$ cat config.mk
export PLATFORM = sky130hd
export DESIGN_NAME = conv_layer_ctrl
export DESIGN_NICKNAME = d
export VERILOG_FILES = /design/src/rtl/conv_layer_ctrl.sv
export SDC_FILE = /design/constraint.sdc
export NUM_CORES = 1
export LEC_CHECK = 0
export ABC_CLOCK_PERIOD_IN_PS = 3800
export BUFFER_PORTS_ARGS = -buffer_cell sky130_fd_sc_hd__buf_2
export CORE_MARGIN = 2
export CORE_UTILIZATION = 60
export DETAILED_ROUTE_END_ITERATION = 16
export PLACE_DENSITY = 0.91
export SLEW_MARGIN = 15
export SYNTH_ARGS = -nofsm -noshare
export SYNTH_HDL_FRONTEND = slang
export SYNTH_SLANG_ARGS = --single-unit
$ cat constraint.sdc
create_clock -name clk -period 3.8 [get_ports clk]
set_clock_uncertainty 0.2 [all_clocks]
set_input_delay 0.19 -clock clk [delete_from_list [all_inputs] [get_ports clk]]
set_output_delay 0.19 -clock clk [all_outputs]
set_load 0.01 [all_outputs]
$ cat src/rtl/conv_layer_ctrl.sv
// Per-layer sequencer for the conv accelerator: accepts one descriptor, then
// steers the ifmap/weight load, the compute handshake and the ofmap drain.
module conv_layer_ctrl #(
  parameter int CNT_W = 18
) (
  input  logic             clk,
  input  logic             rst,
  input  logic [CNT_W-1:0] params_ifmap_cnt,
  input  logic [CNT_W-1:0] params_wt_cnt,
  input  logic [CNT_W-1:0] params_ofmap_cnt,
  input  logic             params_vld,
  output logic             params_rdy,
  input  logic             ifmap_src_vld,
  output logic             ifmap_src_rdy,
  output logic             ifmap_core_vld,
  input  logic             ifmap_core_rdy,
  input  logic             wt_src_vld,
  output logic             wt_src_rdy,
  output logic             wt_core_vld,
  input  logic             wt_core_rdy,
  input  logic             ofmap_core_vld,
  output logic             ofmap_core_rdy,
  output logic             ofmap_dst_vld,
  input  logic             ofmap_dst_rdy,
  output logic             core_start,
  input  logic             core_done,
  output logic             layer_done,
  output logic             busy,
  output logic             err
);

  typedef enum logic [2:0] {
    S_IDLE,
    S_LOAD,
    S_COMPUTE,
    S_DRAIN,
    S_DONE
  } state_t;

  localparam logic [CNT_W-1:0] ONE = CNT_W'(1);

  state_t           state_q, state_d;
  logic [CNT_W-1:0] if_rem_q, if_rem_d;
  logic [CNT_W-1:0] wt_rem_q, wt_rem_d;
  logic [CNT_W-1:0] of_rem_q, of_rem_d;
  logic             params_rdy_q, params_rdy_d;
  logic             core_start_q, core_start_d;
  logic             layer_done_q, layer_done_d;
  logic             err_q, err_d;

  logic ifmap_en, wt_en, of_en;
  logic if_hs, wt_hs, of_hs;
  logic accept;

  // Enables come from registers only, so the gated paths stay purely combinational.
  assign ifmap_en = (state_q == S_LOAD)  && (if_rem_q != '0);
  assign wt_en    = (state_q == S_LOAD)  && (wt_rem_q != '0);
  assign of_en    = (state_q == S_DRAIN) && (of_rem_q != '0);

  assign ifmap_src_rdy  = ifmap_core_rdy & ifmap_en;
  assign ifmap_core_vld = ifmap_src_vld  & ifmap_en;
  assign wt_src_rdy     = wt_core_rdy    & wt_en;
  assign wt_core_vld    = wt_src_vld     & wt_en;
  assign ofmap_core_rdy = ofmap_dst_rdy  & of_en;
  assign ofmap_dst_vld  = ofmap_core_vld & of_en;

  assign if_hs  = ifmap_src_vld  & ifmap_core_rdy & ifmap_en;
  assign wt_hs  = wt_src_vld     & wt_core_rdy    & wt_en;
  assign of_hs  = ofmap_core_vld & ofmap_dst_rdy  & of_en;
  assign accept = (state_q == S_IDLE) & params_vld & params_rdy_q;

  assign params_rdy = params_rdy_q;
  assign core_start = core_start_q;
  assign layer_done = layer_done_q;
  assign busy       = (state_q != S_IDLE);
  assign err        = err_q;

  always_comb begin
    state_d      = state_q;
    if_rem_d     = if_hs ? (if_rem_q - ONE) : if_rem_q;
    wt_rem_d     = wt_hs ? (wt_rem_q - ONE) : wt_rem_q;
    of_rem_d     = of_hs ? (of_rem_q - ONE) : of_rem_q;
    params_rdy_d = 1'b0;
    core_start_d = 1'b0;
    layer_done_d = 1'b0;
    // core_done is only legal while the core is actually computing (or just finished).
    err_d        = err_q | (core_done & ((state_q == S_IDLE) ||
                                         (state_q == S_LOAD) ||
                                         (state_q == S_DRAIN)));
    case (state_q)
      S_IDLE: begin
        params_rdy_d = 1'b1;
        if (accept) begin
          if_rem_d     = params_ifmap_cnt;
          wt_rem_d     = params_wt_cnt;
          of_rem_d     = params_ofmap_cnt;
          err_d        = 1'b0;
          params_rdy_d = 1'b0;
          state_d      = S_LOAD;
        end
      end
      S_LOAD: begin
        if ((if_rem_q == '0) && (wt_rem_q == '0)) begin
          state_d      = S_COMPUTE;
          core_start_d = 1'b1;
        end
      end
      S_COMPUTE: begin
        // A done seen alongside the start pulse belongs to a stale compute.
        if (!core_start_q && core_done) begin
          state_d = S_DRAIN;
        end
      end
      S_DRAIN: begin
        if (of_rem_q == '0) begin
          state_d      = S_DONE;
          layer_done_d = 1'b1;
        end
      end
      S_DONE: begin
        state_d = S_IDLE;
      end
      default: begin
        state_d = S_IDLE;
      end
    endcase
  end

  always_ff @(posedge clk or posedge rst) begin
    if (rst) begin
      state_q      <= S_IDLE;
      if_rem_q     <= '0;
      wt_rem_q     <= '0;
      of_rem_q     <= '0;
      params_rdy_q <= 1'b0;
      core_start_q <= 1'b0;
      layer_done_q <= 1'b0;
      err_q        <= 1'b0;
    end else begin
      state_q      <= state_d;
      if_rem_q     <= if_rem_d;
      wt_rem_q     <= wt_rem_d;
      of_rem_q     <= of_rem_d;
      params_rdy_q <= params_rdy_d;
      core_start_q <= core_start_d;
      layer_done_q <= layer_done_d;
      err_q        <= err_d;
    end
  end

endmodule

After elaboration in Yosys (flattened, before gate mapping)

Index checks and enable logic that the tools add are counted.

Logic and storage cells: 73
Bits of input ports: 64
Latch bits: 0
Memories: 0
Bits in writable memories: 0
Register bits: 61
ROM bits: 0

Multiply operators: 0
$add $sub $neg: 3
Eq/ne operators: 7
Bitwise logic cells: 16
Muxes and demuxes: 22
Divide/modulo/power cells: 0
Reduce and logical (&&, ||, !) cells: 17
Magnitude comparators: 0
Shift-type cells: 0

Operators by type and width:

| operator                                                                 | count |
|---|---|
| 18-bit two-way mux                                                       | 9 |
| 18-bit zero test                                                         | 3 |
| 18-bit nonzero test                                                      | 3 |
| 18-bit by 1-bit subtractor with 18-bit output (second input constant)    | 3 |
| 1-bit bitwise AND                                                        | 15 |
| 3-bit two-way mux                                                        | 4 |
| 3-bit one-hot mux with 4 select lines                                    | 1 |
| 1-bit two-way mux                                                        | 8 |
| 3-bit by 2-bit equality test with 1-bit output (second input constant)   | 2 |
| 1-bit logical AND                                                        | 5 |
| 2-bit by 1-bit inequality test with 1-bit output (second input constant) | 2 |
| 2-bit inequality test (second input constant)                            | 2 |
| 4-bit AND reduction                                                      | 1 |
| 3-bit by 1-bit equality test with 1-bit output (second input constant)   | 1 |
| 3-bit zero test                                                          | 1 |
| 3-bit nonzero test                                                       | 1 |
| 1-bit logical OR                                                         | 2 |
| 1-bit zero test                                                          | 1 |
| 1-bit bitwise OR                                                         | 1 |

Depth between registers and ports, before layout

Depth after elaboration: 7
Depth in mapped cells: 9

Least setup slack after synthesis

No wires, ideal clock.

Path kind: register to register
Start: register wt_rem_q[11]
End: register state_q[1]
Slack: 1.300 ns
Arrival: 2.227 ns
Clock period less this slack: 2.500 ns
Stages on the path, launching flop included: 8
Setup time: 0.073 ns
Data required time: 3.527 ns
Cells stage by stage: dfrtp_1 -> or4_4 -> or3_1 -> buf_6 -> or2_1 -> buf_6 -> or3_4 -> a21oi_2

Cells in the longest elaborated chain, start to end: 4

Ends and longest elaborated chain:

| item                                                       | line | RTL |
|---|---|---|
| start, declared                                            | 44   | `logic [CNT_W-1:0] wt_rem_q, wt_rem_d;` |
| start signal, assigned                                     | 142  | `wt_rem_q <= wt_rem_d;` |
| 18-bit zero test                                           | 103  | `if ((if_rem_q == '0) && (wt_rem_q == '0)) begin` |
| 1-bit logical AND                                          | 103  |  |
| 2-bit by 1-bit inequality test with 1-bit output (no line) | --   |  |
| 4-bit AND reduction (no line)                              | --   |  |
| end signal, assigned                                       | 140  | `state_q <= state_d;` |
| end, declared                                              | 42   | `state_t state_q, state_d;` |

Every way passes these cells.
A chain may end at the register's enable or synchronous reset.

Worst setup path after layout

Start: register wt_rem_q[0]
End: output port wt_core_vld

Cells in the longest elaborated chain, start to end: 3

Ends and longest elaborated chain:

| item                | line | RTL |
|---|---|---|
| 18-bit nonzero test | 57   | `assign wt_en = (state_q == S_LOAD) && (wt_rem_q != '0);` |
| 1-bit logical AND   | 57   |  |
| 1-bit bitwise AND   | 63   | `assign wt_core_vld = wt_src_vld & wt_en;` |
| end, declared       | 19   | `output logic wt_core_vld,` |

Every way passes these cells.

==> out/metrics.csv <==
stage,metric,value,unit
timing,worst slew pin tran,0.8431,ns
critical_path,critical path cell sequence,"inv_1, ha_1, nor2b_1, nand3b_1, or2_1, and3_2, buf_2",
min_path,worst min-delay path class,primary input to register,
synth,Synth Warn #,0,
critical_path,required time of the critical path,3.41,ns
final_layout,Final #Nets,621,
synth,Main synth FF type,dfrtp_1,
critical_path,Critical Path Sink Type,output port,
min_path,Hold EP,of_rem_q[5]$_DFF_PP0_,
die,die area,6846,um2
placed_design,Port Buffers,74,
run,max-capacitance violation count,0,
timing,final setup margin,0.6489,ns
power_and_ir_drop,Peak VDD IR,0.0004803,V
power_and_ir_drop,Switching Share,37.00,%
critical_path,Worst Setup Start Kind,register,
min_path,HP Start,ofmap_core_vld,
final_layout,layout cell share with drive strength beyond 1,20.75,%
die,Row Count,28,
timing,relative slew slack,43.71,%
global_route,vias in the first global route,4018,
route,via count,4086,
synth,Post-synth ARST share,100.0,%
timing,fmax,0.3174,GHz
timing,fin crit period,3.151,ns
outcome,status,"finished, final reports clean",
min_path,hold path depth,3,
clocking,total CTS buffers,9,
final_layout,final antenna diode count,0,
critical_path,R2R Setup Slk,0.73,ns
placed_design,Placement Setup Slack,1.150,ns
synth,Mapped Cells,430,
synth,Yosys reg bits,61,
route,vias per cell,6.445,
timing,Final setup viols,0,
die,Initial Util,62.46,%
critical_path,WP buf/inv,2,
power_and_ir_drop,Seq pwr share,42.0,%
critical_path,critical path's slowest cell,nor2b_1,
critical_path,maximum fanout along the worst path,9,
route,drt total wl,11610,um
timing,period utilisation layout,82.92,%
clocking,Clock Root Buffer,clkbuf_8,
critical_path,reg2reg start,wt_rem_q[0]$_DFF_PP0_,
route,DR pass1 iterations,5,
synth,Cell variety after synth,57,
global_route,largest net degree at the start of global routing,40,
power_and_ir_drop,Clk pwr share,26.7,%
power_and_ir_drop,PD cells,562.7,nW/um2
global_route,antenna violations before repair,0,
power_and_ir_drop,Psw,1.031,mW
final_layout,P&R area growth vs syn,33.17,%
clocking,post-CTS sizing,0,
route,Antenna Nets Post-Route,0,
critical_path,R2R depth,7,
synth,Syn Area/Cell,8.651,um2
clocking,CTS tree,done,
critical_path,CP arrival,2.76,ns
power_and_ir_drop,P_leak,2.056,nW
critical_path,Crit Path Class,register to output port,
global_route,GRT Overall Usage,35.97,%
power_and_ir_drop,Int Power,1.756,mW
clocking,CTS HTree Levels,3,
die,I/O pin count,75,
clocking,Worst-path clk slew,0.07,ns
die,die height,82.74,um
critical_path,CP top delay family,simple AND/OR/NAND/NOR gates,
synth,sequential area share after synthesis,41.04,%
power_and_ir_drop,combinational share of power,31.3,%
critical_path,FF-to-FF End,wt_rem_q[3]$_DFF_PP0_,
placed_design,post-DP HPWL,6798,um
critical_path,CP peak stage delay,0.51,ns
placed_design,GP Congestion,0.8772,
timing,Final Hold Viols,0,
synth,Syn Nets,497,
route,routed len/inst,18.31,um
clocking,maximum clock path buffer count,2,
die,Core ar.,5956,um2
route,1st-iter DRT viols,405,
clocking,clock latency on the worst-skew pair,0.35,ns
synth,Post-Syn Area,3720,um2
die,die width,82.74,um
timing,setup_tns,0,ns
timing,RSZ-0062 raised after global routing,false,
global_route,first-pass GRT wire length,18330,um
global_route,GRT Residual Overflow,0,
synth,"EDFF count, synth",0,
clocking,Sink Count,61,
route,DRC,0,
timing,Final Max Tran Viols,0,
## logic make-up (layout without fill, tap and decap cells)
logic type      after synthesis  in the layout  share of synthesized area, %
fa+ha+maj                     3              3                         1.009
flops                        61             61                         41.04
compound gates               92             92                         15.51
simple gates                197            197                         28.89
buf+inv                      39            168                         4.406
xor+xnor                     34             34                         8.006
mux                           4              4                         1.144
## worst reg2reg max path, stage by stage (launching register included)
cell	delay, ns
dfrtp_1	0.39
inv_1	0.10
ha_1	0.19
nor2b_1	0.51
nand3b_1	0.39
o21ai_0	0.64
o21ai_0	0.25
a31oi_1	0.29
## power groups by stage
stage | clock [mW] | combinational, mW | sequential, mW
6_report | 0.744 | 0.873 | 1.17
3_3_place_gp | 0 | 0.713 | 1.14
5_1_grt | 0.767 | 0.953 | 1.20
3_5_place_dp | 0 | 0.767 | 1.16
2_1_floorplan | 0 | 0.599 | 1.09
4_1_cts | 0.745 | 0.824 | 1.15
## synth_stat cells (all sizes together) (7+ instances only)
cell    count  area, um2
dfrtp      61       1526
nand2      50      187.7
o21ai      40      200.2
nor2       31      116.4
xor2       21      183.9
nand4      20      125.1
nand3      19      95.09
clkbuf     17      63.81
inv        16      60.06
nor3       16      95.09
a21oi      13      68.82
xnor2      13      113.9
or3        10      67.56
or4         9      71.32
nor4        8      65.06
o211ai      7      52.55
## flip-flops by register name, summed over array words and instances, names as in the netlist
name	cells
if_rem_q	18
of_rem_q	18
wt_rem_q	18
state_q	3
core_start	1
err	1
layer_done	1
params_rdy	1
## metrics by stage
step | cell area, um2 | instances | power (mW) | utilization (%) | hold slack (ns)
floorplan | 3720 | 430 | 1.691 | - | 0.07668
global placement | 4125 | 561 | 1.850 | 69.26 | 0.1798
detailed placement | 4125 | 561 | 1.922 | 69.26 | 0.1815
CTS | 4954 | 634 | 2.719 | 83.17 | 0.08893
global route | 4954 | 634 | 2.917 | 83.17 | 0.1309
finish | 4954 | 634 | 2.787 | 83.17 | 0.1594
## metal layers
metal / vias to the layer above / wire [um] / GRT usage [%]
met5: - / 0 / 0
met2: 287 / 5705 / 59.84
met3: 73 / 1009 / 10.87
met1: 1914 / 4296 / 40.91
met4: 0 / 598 / 20.98
li1: 1812 / - / -
## timing repair
item                                   CTS  global route
endpoints found under the hold margin   94             0
hold buffers                            57             0
setup buffers                            0             0
## cells in the final DEF, fill, tap and decap left out, drive strengths merged, types with 3 or more instances in the layout
| master | n |
|---|---|
| buf | 79 |
| xnor2 | 13 |
| nand2b | 3 |
| nor3b | 3 |
| a31oi | 6 |
| or3 | 10 |
| a21oi | 13 |
| nor2b | 4 |
| a211oi | 3 |
| nand3 | 19 |
| nor4 | 8 |
| and3 | 5 |
| or2 | 5 |
| nor2 | 31 |
| o211ai | 7 |
| nand4 | 20 |
| inv | 16 |
| or4 | 9 |
| o21ai | 40 |
| o31ai | 4 |
| nor3 | 16 |
| bufinv | 3 |
| dfrtp | 61 |
| xor2 | 21 |
| ha | 3 |
| dlygate4sd3 | 57 |
| and4b | 3 |
| clkbuf | 11 |
| o311ai | 6 |
| nand2 | 50 |
## worst max-delay path by stage
stage	startpoint	end	slack [ns]	cells past startpoint
after floorplan	wt_rem_q[11]$_DFF_PP0_	state_q[1]$_DFFE_PP0P_	1.30	7
after global placement	wt_rem_q[11]$_DFF_PP0_	state_q[1]$_DFFE_PP0P_	1.28	5
after detailed placement	wt_rem_q[0]$_DFF_PP0_	state_q[1]$_DFFE_PP0P_	1.15	7
after CTS	wt_rem_q[0]$_DFF_PP0_	wt_core_vld	0.84	7
after global routing	wt_rem_q[0]$_DFF_PP0_	wt_core_vld	0.51	7
final	wt_rem_q[0]$_DFF_PP0_	wt_core_vld	0.65	7
## final cells by class
| cell class | count | area (um2) |
|---|---|---|
| multi-input combinational | 330 | 2037 |
| tap | 75 | 93.84 |
| inverter | 16 | 60.06 |
| clock inverter | 5 | 106.4 |
| fill | 349 | 1002 |
| timing repair buffer | 136 | 978.4 |
| sequential | 61 | 1526 |
| clock buffer | 11 | 151.4 |
(Power assumes the default switching activity.)
